File: config.mk
export PLATFORM = sky130hd
export DESIGN_NAME = score_bcd_converter
export DESIGN_NICKNAME = d
export VERILOG_FILES = /design/src/rtl/score_bcd_converter.sv
export SDC_FILE = /design/constraint.sdc
export NUM_CORES = 1
export LEC_CHECK = 0
export ABC_AREA = 1
export CORE_ASPECT_RATIO = 1.25
export CORE_UTILIZATION = 49
export DETAILED_ROUTE_END_ITERATION = 6
export PLACE_DENSITY = 0.76
export SETUP_SLACK_MARGIN = 0.05
export SYNTH_ARGS = -nofsm -noshare
export SYNTH_HDL_FRONTEND = slang
export SYNTH_SLANG_ARGS = --single-unit
File: constraint.sdc
create_clock -name clk -period 1.6 [get_ports clk]
set_clock_uncertainty 0.2 [all_clocks]
set_input_delay 0.24 -clock clk [delete_from_list [all_inputs] [get_ports clk]]
set_output_delay 0.24 -clock clk [all_outputs]
set_load 0.005 [all_outputs]
File: src/rtl/score_bcd_converter.sv
// Sequential binary-to-BCD converter (double dabble, one bit per clock).
// Registered digits, per-digit dark controls with optional leading-zero
// blanking, and a truncation overflow flag.
module score_bcd_converter #(
  parameter int unsigned BIN_W  = 16,
  parameter int unsigned DIGITS = 5
) (
  input  logic                  clk,
  input  logic                  resetN,
  input  logic                  start,
  input  logic [BIN_W-1:0]      bin_in,
  input  logic                  lz_blank,
  output logic                  busy,
  output logic                  done,
  output logic [4*DIGITS-1:0]   digits,
  output logic [DIGITS-1:0]     digit_darkN,
  output logic                  overflow
);

  localparam int unsigned CntW = $clog2(BIN_W + 1);

  typedef enum logic [1:0] {StIdle, StShift, StDone} state_e;

  state_e              state_q, state_d;
  logic [BIN_W-1:0]    bin_q, bin_d;
  logic [4*DIGITS-1:0] bcd_q, bcd_d;
  logic [CntW-1:0]     cnt_q, cnt_d;
  logic                ovf_q, ovf_d;
  logic                blank_q, blank_d;
  logic [4*DIGITS-1:0] digits_q, digits_d;
  logic [DIGITS-1:0]   dark_q, dark_d;
  logic                ovf_out_q, ovf_out_d;
  logic                done_q, done_d;

  logic [4*DIGITS-1:0] adj;
  logic [DIGITS-1:0]   dark_calc;
  logic                seen_nz;

  // Add-3 adjust of every scratch nibble that is 5 or more.
  always_comb begin
    adj = bcd_q;
    for (int unsigned i = 0; i < DIGITS; i++) begin
      if (bcd_q[4*i +: 4] >= 4'd5) begin
        adj[4*i +: 4] = bcd_q[4*i +: 4] + 4'd3;
      end
    end
  end

  // Dark controls from the finished scratch: a digit is lit unless blanking
  // is on and it and every higher digit are zero; digit 0 always lit.
  always_comb begin
    dark_calc = '0;
    seen_nz   = 1'b0;
    for (int k = 0; k < int'(DIGITS); k++) begin
      seen_nz = seen_nz | (bcd_q[4*(int'(DIGITS)-1-k) +: 4] != 4'd0);
      dark_calc[int'(DIGITS)-1-k] = ~blank_q | seen_nz;
    end
    dark_calc[0] = 1'b1;
  end

  // Next-state and datapath control.
  always_comb begin
    state_d   = state_q;
    bin_d     = bin_q;
    bcd_d     = bcd_q;
    cnt_d     = cnt_q;
    ovf_d     = ovf_q;
    blank_d   = blank_q;
    digits_d  = digits_q;
    dark_d    = dark_q;
    ovf_out_d = ovf_out_q;
    done_d    = 1'b0;
    unique case (state_q)
      StIdle: begin
        if (start) begin
          bin_d   = bin_in;
          blank_d = lz_blank;
          bcd_d   = '0;
          cnt_d   = '0;
          ovf_d   = 1'b0;
          state_d = StShift;
        end
      end
      StShift: begin
        bcd_d = {adj[4*DIGITS-2:0], bin_q[BIN_W-1]};
        bin_d = {bin_q[BIN_W-2:0], 1'b0};
        // A one leaving the top nibble means the value no longer fits.
        if (adj[4*DIGITS-1]) begin
          ovf_d = 1'b1;
        end
        cnt_d = cnt_q + CntW'(1);
        if (cnt_q == CntW'(BIN_W - 1)) begin
          state_d = StDone;
        end
      end
      StDone: begin
        digits_d  = bcd_q;
        dark_d    = dark_calc;
        ovf_out_d = ovf_q;
        done_d    = 1'b1;
        state_d   = StIdle;
      end
      default: state_d = StIdle;
    endcase
  end

  // State and result registers.
  always_ff @(posedge clk or negedge resetN) begin
    if (!resetN) begin
      state_q   <= StIdle;
      bin_q     <= '0;
      bcd_q     <= '0;
      cnt_q     <= '0;
      ovf_q     <= 1'b0;
      blank_q   <= 1'b0;
      digits_q  <= '0;
      dark_q    <= DIGITS'(1);
      ovf_out_q <= 1'b0;
      done_q    <= 1'b0;
    end else begin
      state_q   <= state_d;
      bin_q     <= bin_d;
      bcd_q     <= bcd_d;
      cnt_q     <= cnt_d;
      ovf_q     <= ovf_d;
      blank_q   <= blank_d;
      digits_q  <= digits_d;
      dark_q    <= dark_d;
      ovf_out_q <= ovf_out_d;
      done_q    <= done_d;
    end
  end

  assign busy        = (state_q != StIdle);
  assign done        = done_q;
  assign digits      = digits_q;
  assign digit_darkN = dark_q;
  assign overflow    = ovf_out_q;

endmodule

==> summary.md <==
- **CP Capture Point** digit_darkN[1]
- **required time at the endpoint of the critical path** 1.65 ns
- **sequential area share after synthesis** 52.0%
- **clock tree from TritonCTS** done
- **cell family with the largest share of critical-path delay** flip-flops
- **total wire length after detailed routing** 7880 um
- **R2R Setup Slk** 0.06 ns
- **overall fraction of global-route tracks in use** 21.7%
- **global-route wire length before repair** 12,200 um
- **start of the worst register-to-register path** bcd_q[8]
- **power density cells** 1930 nW/um^2
- **critical path's slowest cell** dfrtp_1
- **buffering stage count on the worst path with inverters included** 4
- **CORE AREA** 6650 sq um
- **number of filler cells placed in the layout** 520
- **achievable clock frequency** 651 MHz
- **Reg-to-Reg End** digit_darkN[1]
- **pin count of the biggest net entering global routing** 72
- **antenna violations before repair** 0
- **clk slew on worst S/H paths** 0.07 ns
- **total nets after synthesis** 420
- **ratio of final minimum period to clock period** 95.9%
- **vias in the first global route** 2,788
- **average instance area after synthesis** 8.89 sq um
- **quantity of I/O buffers inserted on ports** 46
- **number of setup violations in the final report** 0
- **met1 global-route usage** 25.6%
- **Worst Reg-to-Reg Cells** 8
- **cell area after placement** 4070 sq um
- **Antenna Nets Post-Route** 0
- **DRC viols** 0
- **number of H-tree levels** 3
- **peak supply drop** 1.03 mV
- **share of Yosys cell area claimed by the top area cell type** 52.0%
- **RSZ-0062 raised after global routing** yes
- **Clock Tree Buf Depth** 2
- **First-pass DRT Iterations** 4
- **Top Ports** 48
- **kind of launch point of the worst setup path** flip-flop
- **dominant cell type by area after synthesis** dfrtp_1
- **DIE AREA** 7310 sq um
- **cells along the critical path** inv_2 -> buf_4 -> ha_1 -> inv_1 -> nor2_2 -> nand4_1 -> nand2_1 -> inv_1
- **fin crit period** 1.54 ns
- **most common cell after layout, fill and taps aside** nand2_1
- **Remaining Overflow, GRT** 0
- **number of hold-slack violations in the final timing report** 0
- **leakage power** 2.26 nW
- **Crit Path Category** flip-flop to flip-flop
- **Layout area overhead** 36.5%
- **met2 layer usage reported by global route** 37.6%
- **GR Layer Usage met3** 4.40%
- **Tightest Hold Check Type** input port to asynchronous set/reset pin
- **via count of the routed design** 2,950
- **top area cells in the synthesized netlist** dfrtp_1 52%, nand2_1 9.9%, ha_1 5.9%
- **instance count on the critical path** 8
- **status** finished, final reports clean
- **number of violations reported at the end of detailed-routing iteration 0** 180
- **gate count of the mapped netlist** 384
- **ratio of cells with drive above 1 in the final layout** 26.0%
- **Starting Density** 51.4%
- **share of the core filled with cells in the final layout** 70.1%
- **final weighted congestion in routability-driven placement** 0.814
- **critical path fanouts, max** 4
- **register bit count reported by yosys** 71
- **commonest cells after routing, fill and taps aside** 85 x nand2_1, 69 x dfrtp_1, 41 x buf_4
- **number of buffers inserted during clock tree synthesis** 9
- **Routed WL per cell** 13.9 um
- **worst endpoint data arrival time** 1.59 ns
- **most congested layer reported by global routing** met2
- **chip width** 76.7 um
- **final net count** 511
- **Max-Cap Viols** 0
- **combined area of all synthesized cells** 3410 sq um
- **Post-Layout Inst Area** 4660 sq um
- **Cell Rows** 33
- **via density per instance** 5.20
- **type of destination of the critical path** flip-flop
- **delay of the slowest cell on the worst path** 0.41 ns
- **fin. max-slew vios** 0
- **Clock Tree Root** clkbuf_8
- **most prevalent standard cell on the critical path** inv_1
- **Vert. Die Dim** 95.3 um
- **worst setup path start** bcd_q[8]
- **dpl hpwl** 4740 um
- **warning count from the yosys run** 0
- **clk sinks** 71
- **count of distinct cell types in the synthesized netlist** 30
- **antenna fix cells** 0
- **Clk Latency, worst-skew pair** 0.36 ns
[worst min-delay path by stage]
stage | slack, ns | depth (start not counted) | to | start
floorplan | -0.26 | 0 | bcd_q[0] | resetN
global placement | 0.09 | 2 | overflow | resetN
detailed placement | 0.09 | 2 | bin_q[2] | resetN
CTS | 0.24 | 3 | bin_q[2] | resetN
global route | 0.27 | 3 | blank_q | lz_blank
finish | 0.23 | 3 | bin_q[4] | resetN
[synthesized netlist by cell type, drive strengths merged]
library cell and count:
nand2 92, dfrtp 71, inv 52, o21ai 45, nand3 26, a21oi 20
o22ai 19, nor2 18, ha 16, buf 13, nand4 3, xnor2 2
a22o 1, clkbuf 1, conb 1, nor3b 1, o211ai 1, or2 1
xor2 1
[metrics by stage]
stage	instances	hold slack, ns	TNS, ns	setup slack [ns]	power (W)
after global routing	567	0.271	-0.0243	-0.0179	0.00967
after detailed placement	523	0.0936	-1.22	-0.0736	0.00657
after floorplan	384	-0.256	0	0.110	0.00534
after CTS	554	0.239	0	0.0135	0.00831
after global placement	523	0.0920	-0.0909	-0.0388	0.00638
final	567	0.233	0	0.0648	0.00899
[report_power, final]
group	internal [W]	leakage (nW)	switching, W
Sequential	0.00252	0.821	0.000511
Clock	0.000963	0.114	0.000678
Combinational	0.00197	1.32	0.00235
[cell type report]
cell class	count	area, sq um	area share, %
clock buffers	13	159	3.41
inverters	52	200	4.30
flip-flops and latches	71	1780	38.2
multi-input cells	247	1530	32.8
clock inverters	3	65.1	1.40
repair buffers	94	821	17.6
well taps	87	109	2.34
[worst reg2reg max path: stages (launching register included)]
cell	delay, ns
dfrtp_1	0.41
inv_2	0.10
buf_4	0.15
ha_1	0.16
inv_1	0.05
nor2_2	0.12
nand4_1	0.13
nand2_1	0.08
inv_1	0.04
[registers in the layout, summed over array words and instances (netlist names)]
register and flops:
bcd_q 20, bin_q 16, blank_q 1, cnt_q 5, digit_darkN 4, digits 20
done 1, overflow 1, ovf_q 1, state_q 2
[layer usage]
layer,routed length [um],up-vias
met3,298,17
li1,-,1439
met4,177,0
met5,0,-
met2,4200,72
met1,3200,1422
[logic make-up after synthesis]
logic type	count (synthesis)	synth area share (%)
AOI/OAI and AO/OA	86	15.6
xor gates and xnor gates	3	0.770
adders and majority gates	16	5.86
buffers and inverters	66	8.13
DFF	71	52.0
other	1	0.110
and+or+nand+nor	141	17.4
[what timing repair did]
action                     CTS  global route
buffers inserted            14            13
pin swaps                    1            18
hold buffers                 1             0
resized for setup           41            48
setup endpoints to repair   40            20
hold endpoints to repair    71             0
(Power assumes the default switching activity.)
